$ cat src/rtl/cache_control.sv
// cache_control: miss handling and write sequencing for the LC-3b 2-way L1 cache.
// Decides when the merged CPU line, a victim writeback or a fill line reaches
// the way arrays, handshakes with the CPU and physical memory, and counts misses.
//
// state     | meaning
// ----------+-----------------------------------------------------------
// IDLE      | serve hits in the request cycle; a miss starts a line fetch
// WRITEBACK | dirty victim line going out to pmem, wait for pmem_resp
// ALLOCATE  | fill line coming in from pmem, installed into lru way on pmem_resp
module cache_control (
    input  logic        clk,
    input  logic        reset,
    input  logic        mem_read,
    input  logic        mem_write,
    output logic        mem_resp,
    input  logic        pmem_resp,
    output logic        pmem_read,
    output logic        pmem_write,
    input  logic        hit0,
    input  logic        hit1,
    input  logic        dirty0,
    input  logic        dirty1,
    input  logic        lru,
    output logic        load_way0,
    output logic        load_way1,
    output logic        dirty_in,
    output logic        load_lru,
    output logic        lru_in,
    output logic        datain_sel,
    output logic        pmem_addr_sel,
    output logic [15:0] miss_count
);

    typedef enum logic [1:0] {
        IDLE      = 2'd0,
        WRITEBACK = 2'd1,
        ALLOCATE  = 2'd2
    } state_e;

    state_e      state_q, state_d;
    logic [15:0] miss_count_q, miss_count_d;

    logic request;
    logic is_write;
    logic hit;
    logic hitway;
    logic victim_dirty;

    // A simultaneous read and write is handled as a write.
    assign request      = mem_read | mem_write;
    assign is_write     = mem_write;
    assign hit          = hit0 | hit1;
    // hit0 takes priority if both ways report a hit.
    assign hitway       = ~hit0;
    assign victim_dirty = lru ? dirty1 : dirty0;
    assign miss_count   = miss_count_q;

    // State and miss counter registers, cleared asynchronously by reset.
    always_ff @(posedge clk or posedge reset) begin
        if (reset) begin
            state_q      <= IDLE;
            miss_count_q <= 16'h0000;
        end else begin
            state_q      <= state_d;
            miss_count_q <= miss_count_d;
        end
    end

    // Next-state and miss-count logic; the counter moves only on the IDLE miss cycle.
    always_comb begin
        state_d      = state_q;
        miss_count_d = miss_count_q;
        case (state_q)
            IDLE: begin
                if (request && !hit) begin
                    if (miss_count_q != 16'hFFFF) begin
                        miss_count_d = miss_count_q + 16'd1;
                    end
                    state_d = victim_dirty ? WRITEBACK : ALLOCATE;
                end
            end
            WRITEBACK: begin
                if (pmem_resp) begin
                    state_d = ALLOCATE;
                end
            end
            ALLOCATE: begin
                if (pmem_resp) begin
                    state_d = IDLE;
                end
            end
            default: begin
                state_d = IDLE;
            end
        endcase
    end

    // Output decode; everything is forced low while reset is asserted.
    always_comb begin
        mem_resp      = 1'b0;
        pmem_read     = 1'b0;
        pmem_write    = 1'b0;
        load_way0     = 1'b0;
        load_way1     = 1'b0;
        dirty_in      = 1'b0;
        load_lru      = 1'b0;
        lru_in        = 1'b0;
        datain_sel    = 1'b0;
        pmem_addr_sel = 1'b0;
        if (!reset) begin
            case (state_q)
                IDLE: begin
                    if (request && hit) begin
                        mem_resp = 1'b1;
                        load_lru = 1'b1;
                        lru_in   = ~hitway;
                        if (is_write) begin
                            load_way0  = ~hitway;
                            load_way1  = hitway;
                            datain_sel = 1'b1;
                            dirty_in   = 1'b1;
                        end
                    end
                end
                WRITEBACK: begin
                    pmem_write    = 1'b1;
                    pmem_addr_sel = 1'b1;
                end
                ALLOCATE: begin
                    pmem_read = 1'b1;
                    if (pmem_resp) begin
                        load_way0 = ~lru;
                        load_way1 = lru;
                    end
                end
                default: begin
                end
            endcase
        end
    end

endmodule
$ cat config.mk
export PLATFORM = sky130hd
export DESIGN_NAME = cache_control
export DESIGN_NICKNAME = d
export VERILOG_FILES = /design/src/rtl/cache_control.sv
export SDC_FILE = /design/constraint.sdc
export NUM_CORES = 1
export LEC_CHECK = 0
export BUFFER_PORTS_ARGS = -buffer_cell sky130_fd_sc_hd__buf_2
export CAP_MARGIN = 20
export CORE_UTILIZATION = 49
export DETAILED_ROUTE_END_ITERATION = 10
export GPL_ROUTABILITY_DRIVEN = 0
export PLACE_DENSITY = 0.79
export SLEW_MARGIN = 30
export SYNTH_ARGS = -nofsm -noshare
export SYNTH_HDL_FRONTEND = slang
export SYNTH_SLANG_ARGS = --single-unit
$ cat constraint.sdc
create_clock -name clk -period 2.1 [get_ports clk]
set_input_delay 0.42 -clock clk [delete_from_list [all_inputs] [get_ports clk]]
set_output_delay 0.42 -clock clk [all_outputs]
set_load 0.05 [all_outputs]
After elaboration in Yosys (flattened, before gate mapping)
Cells that the tools add are included.
Word-level totals
  bits in registers: 18
  bits of input ports: 10
  output and inout port bits: 26
  logic and storage cells: 49
Cells by class
  add/sub/neg operators: 1
  equal/unequal tests: 6
  mux-type cells: 30
  bitwise gates (word level): 4
  reduce and logical (&&, ||, !) cells: 6
Operator list (number)
  1-bit 2-to-1 mux: 23
  16-bit by 1-bit adder with 16-bit output, second input constant: 1
  16-bit inequality test, second input constant: 1
  2-bit 2-to-1 mux: 4
  2-bit inequality test, second input constant: 3
  2-bit case mux with 3 select lines: 1
  3-bit AND reduction: 2
  1-bit case mux with 2 select lines: 2
  2-bit by 1-bit equality test with 1-bit output, second input constant: 1
  2-bit equality test, second input constant: 1
  1-bit logical AND: 2
  2-bit logical NOT: 1
  1-bit inverter: 2
  1-bit OR: 2
  1-bit logical NOT: 1

Depth between registers and ports, before layout
Gate-level depths: netlist (run 1).
  word-level depth: 5
  gate-level depth with buffers: 5
  depth with buffers taken out: 5

Worst setup path before layout (run 1)
Ideal clock, no wire load.
  path type: register to output
  from: register state_q[1]
  to: output port dirty_in
  arrival: 3370 ps
  data required time: 1680 ps
  slack: -1690 ps
  stages on the path, launching flop included: 6
  buffers on the path: 2
  path through: dfrtp_1 -> buf_4 -> or2_2 -> nor4_1 -> and2_1 -> buf_4
Between the ends
  longest elaborated chain between the ends: 3
Ends and longest elaborated chain
  start, declared: RTL line 40  | state_e state_q, state_d;
  start signal, assigned: RTL line 64  | state_q <= state_d;
  2-bit logical NOT
  1-bit 2-to-1 mux (2 in a row)
  end, declared: RTL line 26  | output logic dirty_in,
Every way passes these cells.

Final worst setup path (run 1)
  from: register state_q[1]
  to: output port load_way1
Between the ends
  longest elaborated chain between the ends: 3
  elaborated cells on any way between the ends: 4
  classes of those cells: eq/ne (1); mux (2); reduce/logical (1)
Ends and longest elaborated chain
  2-bit equality test / 2-bit logical NOT (equally long branches): RTL line 111  | case (state_q)
  1-bit case mux with 2 select lines (*): RTL line 111
  1-bit 2-to-1 mux (*): RTL line 110  | if (!reset) begin
  end, declared: RTL line 25  | output logic load_way1,
Every way passes the cells marked *; elsewhere a longest branch is shown, timed or not.

==> results of run 1 <==
==> layout make-up <==
class	count	area, um2
inverters	2	7.507
multi-input cells	81	659.4
fillers	182	646.9
repair buffers	38	207.7
well taps	27	33.78
clock buffers	4	36.28
flip-flops and latches	18	450.4
==> Yosys cell counts (2+ instances only) <==
cell type and n:
sky130_fd_sc_hd__dfrtp_1 18, sky130_fd_sc_hd__nor2_1 9, sky130_fd_sc_hd__xnor2_1 7, sky130_fd_sc_hd__nand3_1 6, sky130_fd_sc_hd__xor2_1 6, sky130_fd_sc_hd__nor3_1 5
sky130_fd_sc_hd__or2_2 5, sky130_fd_sc_hd__buf_4 4, sky130_fd_sc_hd__nand2_1 4, sky130_fd_sc_hd__nand4_1 4, sky130_fd_sc_hd__mux2i_1 3, sky130_fd_sc_hd__o211ai_1 3
sky130_fd_sc_hd__and2_1 2, sky130_fd_sc_hd__inv_1 2, sky130_fd_sc_hd__nand3b_1 2, sky130_fd_sc_hd__nand4_4 2, sky130_fd_sc_hd__nor3b_1 2, sky130_fd_sc_hd__nor4b_1 2
==> worst paths after layout <==
kind | start | end | slack [ps]
max reg2reg | miss_count[0] | miss_count[14] | 120
min in group clk | pmem_resp | state_q[0] | 400
max in group asynchronous | reset | miss_count[6] | 1380
min reg2reg | miss_count[0] | miss_count[0] | 520
max | state_q[1] | load_way1 | 80
min | reset | state_q[0] | 280
==> routing by layer <==
layer,track usage [%],vias to the layer above,wire (um)
met5,0,-,0
met4,5.714,0,42
met3,4.630,8,145
met2,42.79,57,1329
met1,23.98,473,1008
li1,-,461,-
==> cell usage in the layout (no fill, tap or decap), types with 2 or more instances in the layout <==
cell                       Yosys  routed
sky130_fd_sc_hd__buf_2         0      31
sky130_fd_sc_hd__dfrtp_1      18      18
sky130_fd_sc_hd__nor2_1        9       9
sky130_fd_sc_hd__xnor2_1       7       7
sky130_fd_sc_hd__buf_4         4       7
sky130_fd_sc_hd__xor2_1        6       6
sky130_fd_sc_hd__nand3_1       6       6
sky130_fd_sc_hd__nand2_1       4       4
sky130_fd_sc_hd__or2_2         5       4
sky130_fd_sc_hd__nand4_1       4       4
sky130_fd_sc_hd__nor3_1        5       4
sky130_fd_sc_hd__mux2i_1       3       3
sky130_fd_sc_hd__o211ai_1      3       3
sky130_fd_sc_hd__clkbuf_4      0       3
sky130_fd_sc_hd__inv_1         2       2
sky130_fd_sc_hd__nand4_4       2       2
sky130_fd_sc_hd__nor4b_1       2       2
sky130_fd_sc_hd__nor4_4        1       2
sky130_fd_sc_hd__nand3b_1      2       2
sky130_fd_sc_hd__nor3b_1       2       2
==> stage by stage <==
step	hold WS, ps	instances
detailed placement	507.6	165
global placement	502.6	165
CTS	306.7	169
floorplan	358.6	105
global route	324.4	170
finish	276.6	170
==> critical path, cell delays in order (launching register included) <==
cell and delay (ps):
sky130_fd_sc_hd__dfrtp_1 390, sky130_fd_sc_hd__or2_4 300, sky130_fd_sc_hd__nor3_4 130, sky130_fd_sc_hd__a31oi_1 60
sky130_fd_sc_hd__nor3_1 200, sky130_fd_sc_hd__buf_4 230
==> flip-flops by register name, indices dropped and copies added, names as in the netlist <==
| signal | cells |
|---|---|
| miss_count | 16 |
| state_q | 2 |
==> what timing repair did <==
action,CTS,global route
cloned,0,0
gates resized for setup,5,1
hold buffers,0,0
pin swaps,1,3
setup endpoints to repair,4,1
buffers inserted,0,1
==> report_power, final <==
group / total (mW) / switching, mW / internal, mW
Combinational: 0.690 / 0.465 / 0.226
Clock: 0.215 / 0.109 / 0.106
Sequential: 0.461 / 0.0595 / 0.402
==> logic make-up after synthesis <==
group	count (synthesis)
fa+ha+maj	1
buf+inv	6
mux	4
simple gates	54
xor+xnor	13
compound gates	9
flops	18
==> out/qor.csv, run 1 <==
metric;value;unit
cts_inserted_buffers;3;
finalCoreUtilization;68.32;%
synthesis.yosys.warnings;0;
synth_ff_type;sky130_fd_sc_hd__dfrtp_1;
vias_per_cell;5.876;
power.static_leakage;0.7008;nW
design_area;1395;um2
detail_route.wl_per_cell;14.85;um
skew;7.874;ps
globalRouteTotalUtil;22.19;%
synth_compound_gate_area_share;5.948;%
element_type_at_the_critical_path_start;register;
maxcap_violations;0;
timing_max_transition_violations_final;0;
synth_largest_area_cell;sky130_fd_sc_hd__dfrtp_1;
synth-adder-area-share;1.122;%
postSynthCellCount;105;
synth_enable_flop_cells;0;
ios;36;
top_cells_by_area_in_the_synthesized_netlist;sky130_fd_sc_hd__dfrtp_1 (40%), sky130_fd_sc_hd__xnor2_1 (5.5%), sky130_fd_sc_hd__xor2_1 (4.7%);
cts.reportedPaths.clkPinSlew;110;ps
post-route-worst-setup-slack;78.78;ps
areaGrowthSynthToFinish;25.14;%
synth_top_family_by_area;simple AND/OR/NAND/NOR gates;
tightest_slew;682.2;ps
finish.net_count;155;
num_rows;16;
finalWorstPathRequiredPeriod;2021;ps
ir_worst_vdd;902.3;uV
drc_errors;0;
postSynthRegisterBits;18;
power.density;979.5;nW/um2
fp.dieH;49.70;um
fin_crit_sh;96.25;%
seq_area_frac_synth;40.40;%
synthArstFlopShare;100.0;%
area_of_the_mapped_netlist;1115;um2
global_route_wire_length_before_repair;4188;um
placed_area;1330;um2
wirelength;2525;um
core_area;2042;um2
tritoncts;built;
worstRegToRegCells;5;
max-clock-path-buffers;2;
via_count_of_the_first_global_routing_pass;929;
htree_levels;1;
drtAntennaViolNets;0;
via_count_of_the_routed_design;999;
cts_root_buf;sky130_fd_sc_hd__clkbuf_4;
timing.setup.critical_path_class;reg -> out;
syn_nets;116;
relSlewSlack;54.47;%
insertedDiodeCount;0;
pre_cts_slack;153.3;ps
critical_path_arrival;1600;ps
synth.area.mux_share;4.040;%
timing_hold_violations_final;0;
place.detailed.hpwl;1879;um
clkSinkCount;18;
avgSynthCellArea;10.62;um2
setup_tns;0;ps
overflow;0;
maximum_number_of_pins_on_one_net_before_global_route_repair;19;
max_freq;0.4948;GHz
share_of_post_route_cells_with_drive_strength_above_1;41.96;%
post_synth_and_or_nand_nor_area_fraction;34.90;%
netlist.area_leader.share;40.40;%
die_w;49.70;um
yosysUniqueCellTypes;37;
synth_xor_xnor_area_share;10.21;%
port_buffers;35;
fin_total_pwr;1.366;mW
outcome;finished, final reports clean;
first_iter_violations;38;
number_of_antenna_violations_at_the_first_check_in_global_routing;0;
timing.critical_path.to_type;primary output;
rsz0062_at_grt;false;
timing.critical_path.required;1680;ps
insertion_delay;300;ps
hp-class;in -> async;
finalSetupViolCount;0;
path_max_fanout;5;
floorplan.initialDensity;54.60;%
drt_first_pass_iters;4;
dieArea;2470;um2
(Power assumes the default switching activity.)
==> run 2, diff against run 1 <==
--- a/config.mk
+++ b/config.mk
@@ -5,12 +5,14 @@
 export SDC_FILE = /design/constraint.sdc
 export NUM_CORES = 1
 export LEC_CHECK = 0
+export ABC_AREA = 1
 export BUFFER_PORTS_ARGS = -buffer_cell sky130_fd_sc_hd__buf_2
 export CAP_MARGIN = 20
-export CORE_UTILIZATION = 49
+export CORE_MARGIN = 2
+export CORE_UTILIZATION = 51
 export DETAILED_ROUTE_END_ITERATION = 10
 export GPL_ROUTABILITY_DRIVEN = 0
-export PLACE_DENSITY = 0.79
+export PLACE_DENSITY = 0.81
 export SLEW_MARGIN = 30
 export SYNTH_ARGS = -nofsm -noshare
 export SYNTH_HDL_FRONTEND = slang
==> constraint.sdc (replaced) <==
create_clock -name clk -period 2.1 [get_ports clk]
set_input_delay 0.315 -clock clk [delete_from_list [all_inputs] [get_ports clk]]
set_output_delay 0.315 -clock clk [all_outputs]
set_load 0.05 [all_outputs]
==> out/qor.csv, run 2 <==
metric;value;unit
layout_common_cells;sky130_fd_sc_hd__nand2_1 (67), sky130_fd_sc_hd__buf_2 (33), sky130_fd_sc_hd__inv_1 (30), sky130_fd_sc_hd__nor2_1 (24), sky130_fd_sc_hd__nand3_1 (23);
synth.area.mux_share;0;%
element_type_at_the_critical_path_start;register;
first_iter_violations;22;
hp-class;in -> async;
fin_crit_sh;90.62;%
synth_ff_type;sky130_fd_sc_hd__dfrtp_1;
timing.setup.critical_path_class;reg -> out;
worst_r2r_startpoint;miss_count[0];
max_freq;0.5255;GHz
yosysUniqueCellTypes;21;
port_buffers;35;
insertion_delay;310;ps
synth_largest_area_cell;sky130_fd_sc_hd__dfrtp_1;
cts_root_buf;sky130_fd_sc_hd__clkbuf_4;
synth_compound_gate_area_share;3.692;%
core_area;2233;um2
postCtsSetupBuffers;0;
grt_use_met2;35.21;%
power.density;824.7;nW/um2
number_of_antenna_violations_at_the_first_check_in_global_routing;0;
critical_path_arrival;1590;ps
via_count_of_the_first_global_routing_pass;1076;
fill_cells;219;
synth_enable_flop_cells;0;
tightest_slew;328.3;ps
global_route_layer_with_the_greatest_usage;met2;
timing_max_transition_violations_final;0;
skew;3.883;ps
synthArstFlopShare;100.0;%
timing_hold_violations_final;0;
finish.net_count;239;
overflow;0;
globalRouteMet1Util;28.44;%
cell_seen_most_often_among_critical_path_stages;sky130_fd_sc_hd__inv_1;
post_synth_and_or_nand_nor_area_fraction;44.10;%
relSlewSlack;78.04;%
max-clock-path-buffers;2;
place.detailed.hpwl;2013;um
reg2reg_to;miss_count[11];
path_cells;inv_1 > nand2_2 > inv_1 > buf_4 > nand3_1 > a21oi_1 > clkbuf_4;
fin_hold_ws;66.40;ps
largest_register_ffs;16;
cts_inserted_buffers;3;
floorplan.initialDensity;54.62;%
globalRouteTotalUtil;21.63;%
drt_first_pass_iters;4;
reported_net_switching_power;0.5724;mW
num_rows;17;
die_w;52.91;um
finalSetupViolCount;0;
path_max_fanout;7;
reg2reg_setup_slack;410;ps
fp.dieH;52.91;um
tritoncts;built;
via_count_of_the_routed_design;1257;
worst-path-buf-inv;4;
insertedDiodeCount;0;
maxcap_violations;0;
synthTopCellsByCount;sky130_fd_sc_hd__nand2_1 (68), sky130_fd_sc_hd__inv_1 (30), sky130_fd_sc_hd__nor2_1 (25);
ios;36;
cts.reportedPaths.clkPinSlew;110;ps
postSynthCellCount;189;
power.share.combinational;44.4;%
areaGrowthSynthToFinish;20.21;%
rsz0062_at_grt;false;
synth_top_family_by_area;simple AND/OR/NAND/NOR gates;
outcome;finished, final reports clean;
synth-adder-area-share;1.026;%
avgSynthCellArea;6.455;um2
postSynthRegisterBits;18;
timing.critical_path.slowest_stage_cell;sky130_fd_sc_hd__dfrtp_1;
internal-power;0.6370;mW
most_numerous_cell_in_the_yosys_netlist;sky130_fd_sc_hd__nand2_1;
timing.critical_path.required;1780;ps
synth_xor_xnor_area_share;0.7179;%
dieArea;2799;um2
seq_area_frac_synth;36.92;%
timing.critical_path.to_type;primary output;
groute.layer.met3.usage;6.497;%
clkSinkCount;18;
worstRegToRegCells;10;
detail_route.wl_per_cell;10.04;um
drc_errors;0;
htree_levels;1;
cts_hold_buf;0;
maximum_number_of_pins_on_one_net_before_global_route_repair;15;
path_delay_family;buffers and inverters;
most_common_library_cell_in_the_layout_ignoring_fill_and_taps;sky130_fd_sc_hd__nand2_1;
wirelength;2559;um
setup_tns;0;ps
drtAntennaViolNets;0;
power.static_leakage;0.8040;nW
top_cells_by_area_in_the_synthesized_netlist;sky130_fd_sc_hd__dfrtp_1 (37%), sky130_fd_sc_hd__nand2_1 (21%), sky130_fd_sc_hd__nand3_1 (9.4%);
sequentialPowerShare;37.1;%
netlist.area_leader.share;36.92;%
power.switching_fraction;47.33;%
p_clk_share;18.5;%
vias_per_cell;4.929;
area_of_the_mapped_netlist;1220;um2
ir_worst_vdd;744.8;uV
share_of_post_route_cells_with_drive_strength_above_1;23.79;%
global_route_wire_length_before_repair;4498;um
syn_nets;200;
synthesis.yosys.warnings;0;
finalWorstPathRequiredPeriod;1903;ps
critical-path-max-stage-delay;370;ps
==> run 2: cell types whose count changed in the layout (fill, tap and decap cells not counted), moves of 4 or more <==
cell	before	now
sky130_fd_sc_hd__inv_1	2	30
sky130_fd_sc_hd__nand2_1	4	67
sky130_fd_sc_hd__nand3_1	6	23
sky130_fd_sc_hd__nor2_1	9	24
sky130_fd_sc_hd__nor2_2	0	5
sky130_fd_sc_hd__nor3_1	4	0
sky130_fd_sc_hd__or2_2	4	0
sky130_fd_sc_hd__xnor2_1	7	0
sky130_fd_sc_hd__xor2_1	6	1
==> run 2: cells by family (layout without fill, tap and decap cells) <==
family | after synthesis | after routing
buffers and inverters | 36 | 74
adders and majority gates | 1 | 1
and+or+nand+nor | 126 | 126
AOI/OAI and AO/OA | 7 | 7
DFF | 18 | 18
xor gates and xnor gates | 1 | 1
==> run 2: worst max-delay path by stage <==
stage	end	startpoint	depth (start not counted)	slack, ps
2_1_floorplan	load_way1	reset	3	-5
3_3_place_gp	miss_count[8]	miss_count[0]	10	450
3_5_place_dp	miss_count[8]	miss_count[0]	10	420
4_1_cts	load_way1	state_q[1]	6	80
5_1_grt	load_way0	state_q[1]	7	50
6_report	load_way0	state_q[1]	7	200
==> run 2: layout make-up <==
type	instances	area [um2]	share of cell area [%]
well taps	28	35.03	2.389
flip-flops and latches	18	450.4	30.72
multi-input cells	135	614.3	41.89
repair buffers	40	217.7	14.85
clock buffers	4	36.28	2.474
inverters	30	112.6	7.679
==> run 2: metrics by stage <==
stage	area [um2]	worst slack, ps	total power, mW	std cells	utilization (%)
floorplan	1227	-5.185	0.8633	189	-
CTS	1459	81.57	1.209	255	65.32
global route	1466	45.17	1.290	255	65.66
detailed placement	1423	421.7	0.9873	251	63.70
finish	1466	197.0	1.209	255	65.66
global placement	1423	451.7	0.9813	251	63.70
==> run 2: timing repair <==
item	in CTS	in global routing
resized for setup	0	4
setup endpoints to repair	0	2
hold endpoints to repair	0	0
==> run 2: layer usage <==
layer / share of wire [%] / wire length, um
met4: 0.66 / 17
met3: 6.3 / 161
met2: 48 / 1218
met1: 45 / 1162
met5: 0 / 0
==> run 2: power groups by stage <==
stage	sequential, mW	combinational (mW)	clock (mW)
after detailed placement	0.454	0.533	0
after global placement	0.453	0.528	0
after CTS	0.448	0.534	0.228
after global routing	0.457	0.586	0.247
final	0.448	0.537	0.224
after floorplan	0.573	0.290	0
==> run 2: worst reg2reg max path, stage by stage (launching register included) <==
cell                      delay, ps
sky130_fd_sc_hd__dfrtp_1        440
sky130_fd_sc_hd__ha_1           260
sky130_fd_sc_hd__nand2_1         70
sky130_fd_sc_hd__nor2_1          50
sky130_fd_sc_hd__nand2_1         70
sky130_fd_sc_hd__nor2_2          40
sky130_fd_sc_hd__nor2_2         240
sky130_fd_sc_hd__buf_4          250
sky130_fd_sc_hd__nand2_1         70
sky130_fd_sc_hd__nand2_1         60
sky130_fd_sc_hd__nand2_1         50
==> run 3, diff against run 2 <==
--- a/config.mk
+++ b/config.mk
@@ -6,13 +6,13 @@
 export NUM_CORES = 1
 export LEC_CHECK = 0
 export ABC_AREA = 1
-export BUFFER_PORTS_ARGS = -buffer_cell sky130_fd_sc_hd__buf_2
 export CAP_MARGIN = 20
 export CORE_MARGIN = 2
-export CORE_UTILIZATION = 51
+export CORE_UTILIZATION = 58
 export DETAILED_ROUTE_END_ITERATION = 10
+export DONT_BUFFER_PORTS = 1
 export GPL_ROUTABILITY_DRIVEN = 0
-export PLACE_DENSITY = 0.81
+export PLACE_DENSITY_LB_ADDON = 0.1
 export SLEW_MARGIN = 30
 export SYNTH_ARGS = -nofsm -noshare
 export SYNTH_HDL_FRONTEND = slang
==> out/qor.csv, run 3 (synthesis gave the netlist of run 2 again) <==
metric;value;unit
tritoncts;built;
cts_inserted_buffers;3;
tightest_slew;290.0;ps
overflow;0;
vias_per_cell;5.098;
insertion_delay;290;ps
relSlewSlack;80.59;%
place.detailed.hpwl;2200;um
share_of_post_route_cells_with_drive_strength_above_1;20.74;%
timing_max_transition_violations_final;0;
drc_errors;0;
hp-class;in -> reg;
via_count_of_the_routed_design;1244;
layout_common_cells;sky130_fd_sc_hd__nand2_1 (67), sky130_fd_sc_hd__buf_4 (30), sky130_fd_sc_hd__inv_1 (29), sky130_fd_sc_hd__nor2_1 (23), sky130_fd_sc_hd__nand3_1 (23);
path_max_fanout;7;
finalWorstPathRequiredPeriod;1934;ps
first_iter_violations;33;
number_of_antenna_violations_at_the_first_check_in_global_routing;0;
cts.reportedPaths.clkPinSlew;100;ps
via_count_of_the_first_global_routing_pass;1227;
rsz0062_at_grt;false;
globalRouteTotalUtil;24.87;%
maxcap_violations;0;
holdPathStages;2;
max-clock-path-buffers;2;
timing_hold_violations_final;0;
element_type_at_the_critical_path_start;register;
wirelength;2728;um
most_common_library_cell_in_the_layout_ignoring_fill_and_taps;sky130_fd_sc_hd__nand2_1;
worstRegToRegCells;8;
die_w;49.86;um
timing.critical_path.to_type;primary output;
detail_route.wl_per_cell;11.18;um
finish.net_count;230;
path_cells;inv_1 > nand2_2 > inv_2 > nand3_1 > o31ai_2 > buf_4;
num_rows;16;
cts_root_buf;sky130_fd_sc_hd__clkbuf_4;
critical_path_arrival;1620;ps
dieArea;2486;um2
drt_first_pass_iters;4;
port_buffers;0;
drtAntennaViolNets;0;
timing.critical_path.required;1780;ps
htree_levels;1;
power.static_leakage;0.7600;nW
clkSinkCount;18;
finalSetupViolCount;0;
outcome;finished, final reports clean;
maximum_number_of_pins_on_one_net_before_global_route_repair;17;
insertedDiodeCount;0;
finalCoreUtilization;74.24;%
fin_hold_ws;228.9;ps
areaGrowthSynthToFinish;20.62;%
core_area;1982;um2
timing.critical_path.slowest_stage_cell;sky130_fd_sc_hd__dfrtp_1;
global_route_wire_length_before_repair;4802;um
power.density;811.8;nW/um2
ios;36;
skew;2.565;ps
fin_crit_sh;92.09;%
largest_register_ffs;16;
critical-path-max-stage-delay;380;ps
ir_worst_vdd;1008;uV
floorplan.initialDensity;61.55;%
fp.dieH;49.86;um
timing.setup.critical_path_class;reg -> out;
max_freq;0.5171;GHz
==> run 3: worst paths after layout <==
check	start	end	slack [ps]
setup / recovery	state_q[1]	load_way1	170
min in group asynchronous	reset	miss_count[5]	520
setup reg to reg	miss_count[1]	miss_count[14]	590
max in group asynchronous	reset	miss_count[10]	1440
hold reg to reg	miss_count[3]	miss_count[3]	540
hold / removal	pmem_resp	state_q[0]	230
==> run 3: per-stage QoR <==
step,setup WS (ps),TNS [ps],area (um2),power (mW),instances
3_3_place_gp,362.5,0,1429,0.9868,239
5_1_grt,80.73,0,1471,1.266,244
2_1_floorplan,-5.185,-6.079,1227,0.8633,189
3_5_place_dp,254.3,0,1429,1.009,239
4_1_cts,109.9,0,1469,1.193,244
6_report,166.0,0,1471,1.194,244
==> run 3: repair_timing <==
item,4_1_cts,5_1_grt
hold buffers,1,0
hold endpoints to repair,18,0
resized for setup,1,1
setup buffers,1,0
gates cloned,0,0
setup endpoints to repair,1,2
==> run 3: power by group <==
part           switching [mW]  leakage [nW]  internal [mW]
Combinational           0.427         0.501          0.167
Clock                   0.102        0.0138         0.0668
Sequential             0.0385         0.246          0.393
==> run 3: worst max-delay path: cells and delay by family, from the launching register on <==
family | cells | cell delay, ps
buffers and inverters | 3 | 420
and+or+nand+nor | 2 | 290
DFF | 1 | 380
AOI/OAI and AO/OA | 1 | 230
==> run 3: cell type report <==
cell class | count | area [um2]
multi-input combinational | 135 | 616.8
fill | 168 | 510.5
sequential | 18 | 450.4
timing repair buffer | 31 | 235.2
inverter | 30 | 112.6
tap | 27 | 33.78
clock buffer | 3 | 22.52
==> run 3: per-layer routing <==
| layer | track usage [%] | up-vias | wire [um] |
|---|---|---|---|
| met5 | 0 | - | 0 |
| met4 | 7.407 | 0 | 29 |
| met3 | 5.455 | 6 | 139 |
| met2 | 45.33 | 33 | 1392 |
| met1 | 28.85 | 570 | 1167 |
| li1 | - | 635 | - |
